**src/rtl/ex_muldiv_unit.sv**
```systemverilog
// ---------------------------------------------------------------------------
// ex_muldiv_unit
// Iterative MULT/MULTU/DIV/DIVU unit for the EX stage. It owns the HI/LO
// registers, serves MTHI/MTLO writes and MFHI/MFLO reads, and raises o_busy
// while an operation is in flight so hazard logic can hold ID/EX.
//
// Optional feature macro: MULDIV_EARLY_OUT_EN
//   defined   : MULT/MULTU leave RUN once the remaining multiplier bits are 0
//   undefined : every mul/div spends exactly NB_DATA cycles in RUN
//
// Ports
//   clk, rst        clock, asynchronous active-high reset
//   i_start         valid muldiv/mt instruction in EX
//   i_func          MIPS funct field (MULT/MULTU/DIV/DIVU/MFHI/MTHI/MFLO/MTLO)
//   i_rs_reg        multiplicand / dividend / MT source
//   i_rt_reg        multiplier / divisor
//   o_busy          state != IDLE
//   o_done          one-cycle pulse, HI/LO just updated by mul/div
//   o_div_by_zero   one-cycle pulse with o_done when the divisor was zero
//   o_hi, o_lo      HI / LO registers
//   o_mf_data       HI when i_func is MFHI, otherwise LO
// ---------------------------------------------------------------------------
module ex_muldiv_unit #(
  parameter int NB_DATA = 32,
  parameter int NB_FUNC = 6
) (
  input  logic               clk,
  input  logic               rst,
  input  logic               i_start,
  input  logic [NB_FUNC-1:0] i_func,
  input  logic [NB_DATA-1:0] i_rs_reg,
  input  logic [NB_DATA-1:0] i_rt_reg,
  output logic               o_busy,
  output logic               o_done,
  output logic               o_div_by_zero,
  output logic [NB_DATA-1:0] o_hi,
  output logic [NB_DATA-1:0] o_lo,
  output logic [NB_DATA-1:0] o_mf_data
);

  localparam int NB_CNT = (NB_DATA > 1) ? $clog2(NB_DATA) : 1;

  localparam logic [NB_FUNC-1:0] FN_MFHI  = NB_FUNC'(6'h10);
  localparam logic [NB_FUNC-1:0] FN_MTHI  = NB_FUNC'(6'h11);
  localparam logic [NB_FUNC-1:0] FN_MTLO  = NB_FUNC'(6'h13);
  localparam logic [NB_FUNC-1:0] FN_MULT  = NB_FUNC'(6'h18);
  localparam logic [NB_FUNC-1:0] FN_MULTU = NB_FUNC'(6'h19);
  localparam logic [NB_FUNC-1:0] FN_DIV   = NB_FUNC'(6'h1A);
  localparam logic [NB_FUNC-1:0] FN_DIVU  = NB_FUNC'(6'h1B);

  typedef enum logic [1:0] {
    ST_IDLE = 2'd0,
    ST_RUN  = 2'd1,
    ST_FIX  = 2'd2
  } state_t;

  state_t                 r_state;
  state_t                 w_state_next;

  logic [NB_CNT-1:0]      r_cnt;
  logic [2*NB_DATA-1:0]   r_acc;      // mul: product; div: {remainder, dividend/quotient}
  logic [2*NB_DATA-1:0]   r_a;        // mul: shifting multiplicand; div: divisor in low half
  logic [NB_DATA-1:0]     r_b;        // mul: shifting multiplier
  logic                   r_is_div;
  logic                   r_neg_res;  // negate product / quotient
  logic                   r_neg_rem;  // negate remainder (dividend sign)
  logic                   r_dbz;
  logic [NB_DATA-1:0]     r_hi;
  logic [NB_DATA-1:0]     r_lo;
  logic                   r_done;
  logic                   r_div_by_zero;

  logic                   w_is_md;
  logic                   w_is_div;
  logic                   w_is_signed;
  logic                   w_accept;
  logic                   w_dbz_start;
  logic                   w_rs_neg;
  logic                   w_rt_neg;
  logic [NB_DATA-1:0]     w_rs_abs;
  logic [NB_DATA-1:0]     w_rt_abs;
  logic [NB_DATA:0]       w_div_trial;
  logic                   w_div_qbit;
  logic [2*NB_DATA-1:0]   w_prod_fix;
  logic [NB_DATA-1:0]     w_quo_fix;
  logic [NB_DATA-1:0]     w_rem_fix;

  // Instruction decode and operand magnitude/sign extraction.
  always_comb begin
    w_is_md     = (i_func == FN_MULT) || (i_func == FN_MULTU) ||
                  (i_func == FN_DIV)  || (i_func == FN_DIVU);
    w_is_div    = (i_func == FN_DIV)  || (i_func == FN_DIVU);
    w_is_signed = (i_func == FN_MULT) || (i_func == FN_DIV);
    w_accept    = (r_state == ST_IDLE) && i_start && w_is_md;
    w_dbz_start = w_accept && w_is_div && (i_rt_reg == '0);
    w_rs_neg    = w_is_signed && i_rs_reg[NB_DATA-1];
    w_rt_neg    = w_is_signed && i_rt_reg[NB_DATA-1];
    w_rs_abs    = w_rs_neg ? (~i_rs_reg + NB_DATA'(1)) : i_rs_reg;
    w_rt_abs    = w_rt_neg ? (~i_rt_reg + NB_DATA'(1)) : i_rt_reg;
  end

  // Restoring-divide step: shift the next dividend bit into the remainder and
  // try subtracting the divisor; a clear sign bit means the subtraction fits.
  always_comb begin
    w_div_trial = r_acc[2*NB_DATA-1:NB_DATA-1] - {1'b0, r_a[NB_DATA-1:0]};
    w_div_qbit  = ~w_div_trial[NB_DATA];
  end

  // Sign correction applied in FIX.
  always_comb begin
    w_prod_fix = r_neg_res ? (~r_acc + (2*NB_DATA)'(1)) : r_acc;
    w_quo_fix  = r_neg_res ? (~r_acc[NB_DATA-1:0] + NB_DATA'(1)) : r_acc[NB_DATA-1:0];
    w_rem_fix  = r_neg_rem ? (~r_acc[2*NB_DATA-1:NB_DATA] + NB_DATA'(1))
                           : r_acc[2*NB_DATA-1:NB_DATA];
  end

  // FSM state register.
  always_ff @(posedge clk or posedge rst) begin
    if (rst) begin
      r_state <= ST_IDLE;
    end else begin
      r_state <= w_state_next;
    end
  end

  // FSM next-state logic.
  always_comb begin
    w_state_next = r_state;
    case (r_state)
      ST_IDLE: begin
        if (w_dbz_start) begin
          w_state_next = ST_FIX;
        end else if (w_accept) begin
          w_state_next = ST_RUN;
        end else begin
          w_state_next = ST_IDLE;
        end
      end
      ST_RUN: begin
        if (r_cnt == '0) begin
          w_state_next = ST_FIX;
`ifdef MULDIV_EARLY_OUT_EN
        end else if (!r_is_div && (r_b[NB_DATA-1:1] == '0)) begin
          // The bit consumed this cycle is the last set multiplier bit.
          w_state_next = ST_FIX;
`endif
        end else begin
          w_state_next = ST_RUN;
        end
      end
      ST_FIX:  w_state_next = ST_IDLE;
      default: w_state_next = ST_IDLE;
    endcase
  end

  // FSM / register outputs.
  always_comb begin
    o_busy        = (r_state != ST_IDLE);
    o_done        = r_done;
    o_div_by_zero = r_div_by_zero;
    o_hi          = r_hi;
    o_lo          = r_lo;
    o_mf_data     = (i_func == FN_MFHI) ? r_hi : r_lo;
  end

  // Datapath: operand latch, iteration, HI/LO write and done pulses.
  always_ff @(posedge clk or posedge rst) begin
    if (rst) begin
      r_cnt         <= '0;
      r_acc         <= '0;
      r_a           <= '0;
      r_b           <= '0;
      r_is_div      <= 1'b0;
      r_neg_res     <= 1'b0;
      r_neg_rem     <= 1'b0;
      r_dbz         <= 1'b0;
      r_hi          <= '0;
      r_lo          <= '0;
      r_done        <= 1'b0;
      r_div_by_zero <= 1'b0;
    end else begin
      r_done        <= 1'b0;
      r_div_by_zero <= 1'b0;
      case (r_state)
        ST_IDLE: begin
          if (w_accept) begin
            r_cnt    <= NB_CNT'(NB_DATA-1);
            r_is_div <= w_is_div;
            if (w_dbz_start) begin
              // Result preloaded so FIX writes HI=rs, LO=all ones unchanged.
              r_acc     <= {i_rs_reg, {NB_DATA{1'b1}}};
              r_a       <= '0;
              r_b       <= '0;
              r_neg_res <= 1'b0;
              r_neg_rem <= 1'b0;
              r_dbz     <= 1'b1;
            end else if (w_is_div) begin
              r_acc     <= {{NB_DATA{1'b0}}, w_rs_abs};
              r_a       <= {{NB_DATA{1'b0}}, w_rt_abs};
              r_b       <= '0;
              r_neg_res <= w_rs_neg ^ w_rt_neg;
              r_neg_rem <= w_rs_neg;
              r_dbz     <= 1'b0;
            end else begin
              r_acc     <= '0;
              r_a       <= {{NB_DATA{1'b0}}, w_rs_abs};
              r_b       <= w_rt_abs;
              r_neg_res <= w_rs_neg ^ w_rt_neg;
              r_neg_rem <= 1'b0;
              r_dbz     <= 1'b0;
            end
          end else if (i_start && (i_func == FN_MTHI)) begin
            r_hi <= i_rs_reg;
          end else if (i_start && (i_func == FN_MTLO)) begin
            r_lo <= i_rs_reg;
          end else begin
            r_cnt <= r_cnt;
          end
        end
        ST_RUN: begin
          r_cnt <= r_cnt - NB_CNT'(1);
          if (r_is_div) begin
            r_acc <= {(w_div_qbit ? w_div_trial[NB_DATA-1:0] : r_acc[2*NB_DATA-2:NB_DATA-1]),
                      r_acc[NB_DATA-2:0], w_div_qbit};
          end else begin
            if (r_b[0]) begin
              r_acc <= r_acc + r_a;
            end else begin
              r_acc <= r_acc;
            end
            r_a <= {r_a[2*NB_DATA-2:0], 1'b0};
            r_b <= {1'b0, r_b[NB_DATA-1:1]};
          end
        end
        ST_FIX: begin
          if (r_is_div) begin
            r_hi <= w_rem_fix;
            r_lo <= w_quo_fix;
          end else begin
            r_hi <= w_prod_fix[2*NB_DATA-1:NB_DATA];
            r_lo <= w_prod_fix[NB_DATA-1:0];
          end
          r_done        <= 1'b1;
          r_div_by_zero <= r_dbz;
        end
        default: begin
          r_cnt <= '0;
        end
      endcase
    end
  end

endmodule

```
**config.mk**
```make
export PLATFORM = sky130hd
export DESIGN_NAME = ex_muldiv_unit
export DESIGN_NICKNAME = d
export VERILOG_FILES = /design/src/rtl/ex_muldiv_unit.sv
export SDC_FILE = /design/constraint.sdc
export NUM_CORES = 1
export LEC_CHECK = 0
export CORE_MARGIN = 1.5
export CORE_UTILIZATION = 50
export CTS_CLUSTER_SIZE = 8
export DETAILED_ROUTE_END_ITERATION = 10
export PLACE_DENSITY = 0.76
export SLEW_MARGIN = 20
export SYNTH_ARGS = -nofsm -noshare
export SYNTH_HDL_FRONTEND = slang
export SYNTH_SLANG_ARGS = --single-unit
```
**constraint.sdc**
```tcl
create_clock -name clk -period 8.52 [get_ports clk]
set_input_delay 1.278 -clock clk [delete_from_list [all_inputs] [get_ports clk]]
set_output_delay 1.278 -clock clk [all_outputs]
set_load 0.02 [all_outputs]
```
### Word-level counts from Yosys, hierarchy flattened

Cells that the tools add are included.

* memory bits (writable): 0
* bits in latches: 0
* output and inout port bits: 99
* memories kept: 0
* register bits after elaboration: 237
* ROM bits: 0

* div/mod/pow operators: 0
* bitwise gates (word level): 8
* mux-type cells: 44
* shifts and indexed selects: 0
* order comparisons: 0
* add/sub/neg operators: 8
* reductions and logical operators: 25
* multipliers: 0
* eq/ne operators: 16

Operators with widths (count)
* two-way mux 32 bit: 20
* two-way mux 64 bit: 7
* case mux 64 bit (2 select lines): 2
* case mux 32 bit (2 select lines): 3
* adder 32 x 1 -> 32 bit, second input constant: 4
* inverter 32 bit: 4
* adder 64 x 1 -> 64 bit, second input constant: 1
* adder 64 bit: 1
* inverter 64 bit: 1
* == test 6 x 5 -> 1 bit, second input constant: 7
* subtractor 33 x 32 -> 33 bit: 1
* logical NOT 32 bit: 1
* case mux 5 bit (3 select lines): 1
* AND reduction 3 bit: 3
* logical AND 1 bit: 8
* inequality test 2 bit, second input constant: 4
* two-way mux 1 bit: 7
* nonzero test 2 bit: 3
* logical NOT 5 bit: 1
* logical OR 1 bit: 5
* two-way mux 5 bit: 1
* subtractor 5 x 1 -> 5 bit, second input constant: 1
* two-way mux 2 bit: 2
* inequality test 2 x 1 -> 1 bit, second input constant: 2
* 9 further kinds: 11

### Logic depth before layout (Yosys ltp)

Gate-level depths: netlist (run 1).

* depth after elaboration: 10
* gate-level depth with buffers: 16
* gate-level depth less buffers: 14

### Least setup slack after synthesis (run 1)

Ideal clock, no wire load.

* path kind: input to output
* from: in i_func[2]
* to: out o_mf_data[11]
* path buffers: 1
* cell stages on the path: 5
* data arrival time: 2.712 ns
* path slack: 4.530 ns
* cell sequence: nor3b_1 -> nor2b_1 -> nand2_1 -> clkbuf_1 -> o21ai_0

* cells in the longest elaborated chain, start to end: 2

Ends and longest elaborated chain
* start: declaration: line 30 `input logic [NB_FUNC-1:0] i_func,`
* == test 6 x 5 -> 1 bit: line 163 `o_mf_data = (i_func == FN_MFHI) ? r_hi : r_lo;`
* two-way mux 32 bit: line 163
* end: declaration: line 38 `output logic [NB_DATA-1:0] o_mf_data`

No other way between the ends.

### Worst setup path in the final report (run 1)

* from: in i_func[4]
* to: reg r_acc[52]

* cells in the longest elaborated chain, start to end: 10
* elaborated cells on any way between the ends: 16

Ends and longest elaborated chain
* == test 6 x 5 -> 1 bit: line 90 `w_is_md = (i_func == FN_MULT) || (i_func == FN_MULTU) ||`
* logical OR 1 bit (2 in a row): line 90
* logical OR 1 bit: line 91 `(i_func == FN_DIV) || (i_func == FN_DIVU);`
* logical AND 1 bit: line 94 `w_accept = (r_state == ST_IDLE) && i_start && w_is_md;`
* logical AND 1 bit (2 in a row): line 95 `w_dbz_start = w_accept && w_is_div && (i_rt_reg == '0);`
* two-way mux 64 bit: line 189 `if (w_dbz_start) begin`
* two-way mux 64 bit: line 186 `if (w_accept) begin`
* case mux 64 bit (2 select lines): line 184 `case (r_state)`
* end signal: assignment: line 191 `r_acc <= {i_rs_reg, {NB_DATA{1'b1}}};`
* end signal: assignment: line 198 `r_acc <= {{NB_DATA{1'b0}}, w_rs_abs};`
* end signal: assignment: line 223 `r_acc <= {(w_div_qbit ? w_div_trial[NB_DATA-1:0] : r_acc[2*NB_DATA-2:NB_DATA-1]),`
* end: declaration: line 61 `logic [2*NB_DATA-1:0] r_acc;`

Parallel ways exist; a longest one is shown, timed or not. The select of a mux whose other input is x is not followed.
A chain may end at the register's enable or synchronous reset.

==> summary.txt, run 1 <==
Worst setup path
  • CP Data Arrival Time: ~5.5 ns
  • Most used cell, CP: nor2_1
  • Worst setup EP type: flop
  • Critical Path Source: i_func[4]
  • Worst Path Buf+Inv: 3
  • FF-to-FF Start: r_acc[32]
  • CP max stage cell: nor3b_1
  • Crit path max-delay family: simple AND/OR/NAND/NOR gates
  • Max incr delay on CP: 0.62 ns
  • Critical Path, Cell by Cell: clkdlybuf4s50_1 -> nor3b_1 -> nand2_1 -> nor3b_1 -> nor2b_2 -> buf_4 -> nand4_1 -> nor2_1 -> buf_4 -> nor2_1 -> nor2_1 -> o21ai_0 -> or3b_2 -> o311ai_1
  • Crit path kind: input pin to flop
  • Worst EP required: 8.97 ns
  • Startpoint Class: input pin
  • Critical Path Fanout Max: 43

Routing
  • Per-cell routed wire length: roughly 26 um
  • Drt pass-1 iters: 5
  • Final wirelength: ~80 mm
  • Detail Route Antenna Nets: 0
  • Detailed-route DRC error count: 0
  • Number of vias per cell: about 6.6
  • Vias: ~21,000
  • First DRT Iteration DRCs: around 2,300

Floorplanning
  • Core outline area: around 40,000 um2
  • Ports: about 170
  • Initial Util: 0.5050
  • Die area: 41,250 um2
  • Die width: between 200 and 250 um
  • Die Y: roughly 200 um
  • Core Rows: between 70 and 80

STA
  • RSZ-0062 raised after global routing: no
  • Layout Skew: ~0.027 ns
  • Setup TNS: 0 ns
  • Worst Tran Pin Value: between 1 and 1.5 ns
  • Crit path time final: a little over 5 ns
  • Max Clock Freq: ~200 MHz
  • Final Hold Vio Count: 0
  • Max_slew headroom: 0.3022
  • Final setup fails: 0
  • Fin crit share: 0.5938
  • Worst hold slack: between 0.4 and 0.5 ns
  • Final Max Tran Viols: 0

Placed design
  • Post-DP HPWL: approximately 62 mm
  • Gpl congestion: between 1 and 1.5
  • Placed cells: 3,163
  • Buffers on Ports: 171

Clock network
  • Setup Buffers After CTS: 0
  • CTS max path bufs: 3
  • Num CTS Buffers: 36
  • Reg clk slew, reported paths: 0.05 ns
  • H-tree Lvls: 2
  • Root buffer cell: clkbuf_16
  • CTS tree: done
  • Cts-stage hold buffer count: 0
  • Clock latency on the worst-skew pair: approximately 0.58 ns
  • Cells resized by post-CTS repair: 0
  • Clock sink total: 237

Hold path
  • Worst Hold Class: flop to flop
  • Startpoint of the worst hold path: r_dbz

Yosys
  • Number of synthesized register bits: between 200 and 250
  • YS warnings: 0
  • Cell variety after synth: 83
  • Synth Instances: between 2,000 and 3,000
  • Area contributors post-synth: dfrtp_1 30%, o21ai_0 6.8%, ha_1 6.3%
  • Async SR Flop Fraction: 1.000
  • Top_reg_cell synth: dfrtp_1
  • Syn_nets: approximately 2,800
  • Synth top area share: 0.2963
  • Post-synth EDFFs: 0
  • Netlist Area Pre-Place: approximately 20,000 um2
  • Syn avg cell area: about 7.7 um2
  • Seq/Total Area, Yosys: 0.2963
  • Biggest area consumer among synthesized cells: dfrtp_1

Cells and area
  • P&R area growth vs syn: 15.52%
  • FILL cells: between 3,000 and 4,000
  • Fraction of layout cells with a size suffix above 1: 0.06108
  • Final cell count without fillers: between 3,000 and 4,000
  • Final-stage net count: ~2,900

Flow run
  • Maxcap violations: 0

Global routing
  • First-pass GRT wire length: 122.2 mm
  • Vias in the first global route: between 15,000 and 20,000
  • Initial antenna violation count: 1
  • Maximum number of pins on one net before global-route repair: 121
  • Grt ovf: 0
  • GR Util All Layers: 0.3933

Status
  • Result of the run: completed

Pwr
  • Leak: 9.684 nW
  • Pwr per Cell Area: 417.2 nW/um2
  • VDD IR-drop max: approximately 160 uV
[metrics by stage]
| step | setup WS (ns) | total power, mW | cell area [um2] | utilization |
|---|---|---|---|---|
| after floorplan | 0.7390 | 6.091 | 20020 | - |
| after global placement | 3.069 | 8.026 | 22120 | 0.5580 |
| after detailed placement | 2.976 | 8.109 | 22120 | 0.5580 |
| after CTS | 3.493 | 9.473 | 23120 | 0.5832 |
| after global routing | 3.138 | 10.22 | 23120 | 0.5833 |
| final | 3.461 | 9.649 | 23120 | 0.5834 |
[sequential cells by signal (all words and copies together) (netlist names), 2 cells and up]
signal   cells
r_a         64
r_acc       64
o_hi        32
o_lo        32
r_b         32
r_cnt        5
r_state      2
[layout make-up]
class | count | area, um2 | share of cell area
timing repair buffer | 214 | 2034 | 0.08798
multi-input combinational | 2108 | 13200 | 0.5707
inverter | 79 | 304.0 | 0.01315
tap | 525 | 656.9 | 0.02841
clock inverter | 4 | 50.05 | 0.002164
clock buffer | 43 | 947.2 | 0.04096
antenna | 1 | 2.502 | 0.0001082
sequential | 237 | 5932 | 0.2565
[metal layers]
metal,GRT usage,vias to the layer above,wire length [um]
li1,-,9509,-
met1,0.5199,10120,32690
met2,0.5877,1301,34890
met3,0.09775,231,9767
met4,0.2185,2,4886
met5,0,-,8
[layout by cell type (no fill, tap or decap), types with 58 or more instances in the layout]
master / n
xor2_1: 92
a211oi_1: 58
xnor2_1: 115
a21oi_1: 230
inv_1: 78
nand2_1: 328
ha_1: 100
nor2_1: 263
o21ai_0: 272
dfrtp_1: 236
clkdlybuf4s50_1: 171
[worst paths after layout]
check	slack (ns)	depth (start not counted)	to
min in group asynchronous	1.29	2	o_hi[9]
worst max register to register	3.48	13	r_acc[52]
worst min-delay path	0.48	2	r_dbz
worst min register to register	0.48	2	r_dbz
max in group asynchronous	5.81	3	r_b[7]
worst max-delay path	3.46	14	r_acc[52]
[synthesized netlist by cell type (5+ instances only)]
master,count
or3_1,21
buf_1,11
a211o_1,5
ha_1,100
nor2b_1,14
a21o_1,45
or4_1,7
nor4_1,16
o211ai_1,40
buf_2,6
a31oi_1,33
mux2i_1,14
a221oi_1,23
nor3_1,33
o311ai_0,6
a22oi_1,31
nand2b_1,28
and3_1,8
xor2_1,92
dfrtp_1,237
a211oi_1,58
inv_1,79
or2_2,7
xnor2_1,115
o22ai_1,15
o221ai_1,5
o41ai_1,7
o21ai_0,273
and2_1,13
nand2_1,329
nand4_1,26
nand3_1,38
clkbuf_1,157
nor2_1,267
and4_1,5
o21bai_1,17
a21oi_1,230
o31a_1,5
a21boi_0,5
o31ai_1,51
o21ai_1,6
o21a_1,13
mux2_2,34
a22o_1,7
[report_power, final]
group	internal [mW]	leakage (nW)	total (mW)	switching, mW
sequential	1.55	2.95	2.23	0.673
combinational	2.28	6.25	6.08	3.80
clock	0.780	0.489	1.35	0.565
total	4.61	9.68	9.65	5.04
[kinds of logic (layout without fill, tap and decap cells)]
family | count (synthesis) | count (layout) | synth area share
adder cells (fa/ha/maj) | 102 | 102 | 0.06450
AO/OA/AOI/OAI | 911 | 911 | 0.2838
other | 0 | 1 | 0
XOR/XNOR | 208 | 208 | 0.09138
AND/OR/NAND/NOR | 839 | 839 | 0.1898
flip-flops | 237 | 237 | 0.2963
multiplexers | 48 | 48 | 0.02613
buffers and inverters | 254 | 340 | 0.04807
[worst reg2reg max path, cell delays in order, from the launching register on]
cell	delay [ns]
dfrtp_1	0.61
inv_1	0.25
fa_1	0.53
nand2b_1	0.20
a21oi_1	0.28
o41ai_4	0.18
o311ai_0	0.73
a221oi_1	0.32
o21ai_1	0.37
xnor2_4	0.15
buf_4	0.56
a21oi_1	0.18
or3b_2	0.48
o311ai_1	0.09
No activity file was read; power rests on OpenSTA's default activity.
==> run 2, diff against run 1 <==
==> constraint.sdc (replaced) <==
create_clock -name clk -period 4.81 [get_ports clk]
set_input_delay 0.7215 -clock clk [delete_from_list [all_inputs] [get_ports clk]]
set_output_delay 0.7215 -clock clk [all_outputs]
set_load 0.02 [all_outputs]
==> run 2 against run 1 <==
Compared with the run above:
- non-clock buffer count up 50
- clock power grew 74%
- worst setup slack worse by 3.1 ns
- core utilization up 1.0 points
- sequential power up 70%
- register-to-register slack worse by 3.1 ns
- largest power group unchanged
==> summary.txt, run 2 (synthesized netlist as in run 1, its figures left out) <==
Worst setup path
  • Worst setup EP type: flop
  • Flop2flop setup slack: around 0.34 ns
  • Worst EP required: between 5 and 6 ns
  • Crit path kind: flop to flop
  • R2R depth: 15
  • Critical Path Fanout Max: 5
  • Startpoint Class: flop
  • FF-to-FF Start: r_acc[0]
  • CP Data Arrival Time: approximately 5 ns
  • Worst reg2reg endpoint: r_acc[48]

Hold path
  • Startpoint of the worst hold path: r_dbz
  • Worst hold path depth: 2
  • Hold EP: r_dbz
  • Worst Hold Class: flop to flop

Cells and area
  • FILL cells: 3,585
  • Biggest regs: r_a (64), r_acc (64)
  • Fraction of layout cells with a size suffix above 1: 0.07712
  • Final non-filler cell area: between 20,000 and 25,000 um2
  • Final-stage net count: between 2,000 and 3,000
  • Util after Layout: 0.5937
  • Most common cell after layout, fill and taps aside: nand2_1
  • Most frequent cells in the layout: 328 x nand2_1, 272 x o21ai_0, 264 x nor2_1
  • P&R area growth vs syn: 17.57%
  • Storage cell area: slightly below 6000 um2
  • Footprint of the multi-input gates: approximately 13,000 um2

Global routing
  • Maximum number of pins on one net before global-route repair: 110
  • Grt ovf: 0
  • Initial antenna violation count: 2
  • GR Util All Layers: 0.4008
  • First-pass GRT wire length: between 100 and 150 mm
  • Vias in the first global route: between 15,000 and 20,000

Floorplanning
  • Initial Util: 0.5050
  • Core Rows: 73
  • Core outline area: between 30,000 and 40,000 um2
  • Die area: between 40,000 and 50,000 um2
  • Die Y: a little over 200 um
  • Die width: about 200 um
  • Ports: 172

Routing
  • Met1 wire length: about 34 mm
  • Vias: about 21,000
  • WL met2: between 30 and 40 mm
  • Drt pass-1 iters: 6
  • Detailed-route DRC error count: 0
  • First DRT Iteration DRCs: ~2,400
  • Per-cell routed wire length: 25.64 um
  • Uppermost layer routed: met5
  • Met3 Wirelength: approximately 11 mm
  • Final wirelength: roughly 84 mm
  • Detail Route Antenna Nets: 0
  • Number of vias per cell: between 6 and 7

Clock network
  • Root buffer cell: clkbuf_16
  • Cells resized by post-CTS repair: 0
  • Setup Buffers After CTS: 0
  • CTS tree: done
  • H-tree Lvls: 2
  • Clock latency on the worst-skew pair: 0.57 ns
  • Num CTS Buffers: 36
  • Cts-stage hold buffer count: 0
  • Reg clk slew, reported paths: ~0.05 ns
  • CTS max path bufs: 3
  • Clock sink total: 237

Placed design
  • Gpl congestion: 0.9967
  • Post-DP HPWL: between 60 and 70 mm
  • Place WS: ~0.42 ns
  • Dpl cell area: around 23,000 um2
  • Buffers on Ports: roughly 170

STA
  • Max Clock Freq: approximately 220 MHz
  • Worst Tran Pin Value: 1.059 ns
  • Final worst slack: roughly 0.34 ns
  • Final Hold Vio Count: 0
  • Max_slew headroom: 0.2877
  • Fin crit share: 0.9301
  • Layout Skew: about 0.026 ns
  • Setup TNS: 0 ns
  • RSZ-0062 raised after global routing: no
  • Crit path time final: 4.474 ns
  • Final Max Tran Viols: 0
  • Final setup fails: 0

Pwr
  • VDD IR-drop max: ~380 uV
  • Pwr per Cell Area: around 730 nW/um2
  • Leak: just under 10 nW

Flow run
  • Maxcap violations: 0

Status
  • Result of the run: completed
-- run 2: how the worst max path moves through the flow --
| stage | startpoint | to | slack (ns) | depth (start not counted) |
|---|---|---|---|---|
| 2_1_floorplan | rst | o_div_by_zero | 0.98 | 1 |
| 3_3_place_gp | i_rs_reg[4] | r_acc[28] | 0.52 | 10 |
| 3_5_place_dp | i_rs_reg[4] | r_acc[28] | 0.42 | 10 |
| 4_1_cts | r_a[0] | r_acc[48] | 0.43 | 15 |
| 5_1_grt | r_acc[0] | r_acc[48] | 0.17 | 15 |
| 6_report | r_acc[0] | r_acc[48] | 0.34 | 15 |
-- run 2: critical path, stage by stage, from the launching register on --
cell	delay (ns)
dfrtp_1	0.44
ha_1	0.26
fa_1	0.44
a211o_1	0.33
a2111oi_0	0.51
buf_4	0.21
o211ai_1	0.18
a32oi_1	0.27
buf_4	0.17
and4_1	0.29
o31ai_4	0.12
a21oi_1	0.23
o21ai_1	0.24
xnor2_1	0.18
or4_1	0.41
o211ai_1	0.09
-- run 2: layout make-up --
type,instances,area share
Clock buffer,46,0.04072
Antenna cell,2,0.0002127
Tap cell,525,0.02791
Sequential cell,237,0.2520
Multi-Input combinational cell,2108,0.5604
Inverter,79,0.01276
Timing Repair Buffer,264,0.1048
Clock inverter,2,0.001063
-- run 2: power breakdown --
group,switching (mW),internal [mW],leakage [nW],total [mW]
combinational,6.78,4.22,6.50,11.0
clock,0.973,1.38,0.479,2.35
sequential,1.04,2.76,2.95,3.79
-- run 2: metal layers --
| metal | vias to the layer above | GRT usage |
|---|---|---|
| li1 | 9633 | - |
| met1 | 10250 | 0.5427 |
| met2 | 1318 | 0.5735 |
| met3 | 209 | 0.1228 |
| met4 | 2 | 0.2063 |
| met5 | - | 0 |
-- run 2: stage by stage --
step | power (mW) | hold WS, ns | instances
3_3_place_gp | 14.22 | 0.4710 | 3212
6_report | 17.14 | 0.4920 | 3263
5_1_grt | 18.15 | 0.5173 | 3261
3_5_place_dp | 14.38 | 0.4797 | 3212
4_1_cts | 16.78 | 0.4924 | 3260
2_1_floorplan | 10.79 | 0.4387 | 2599
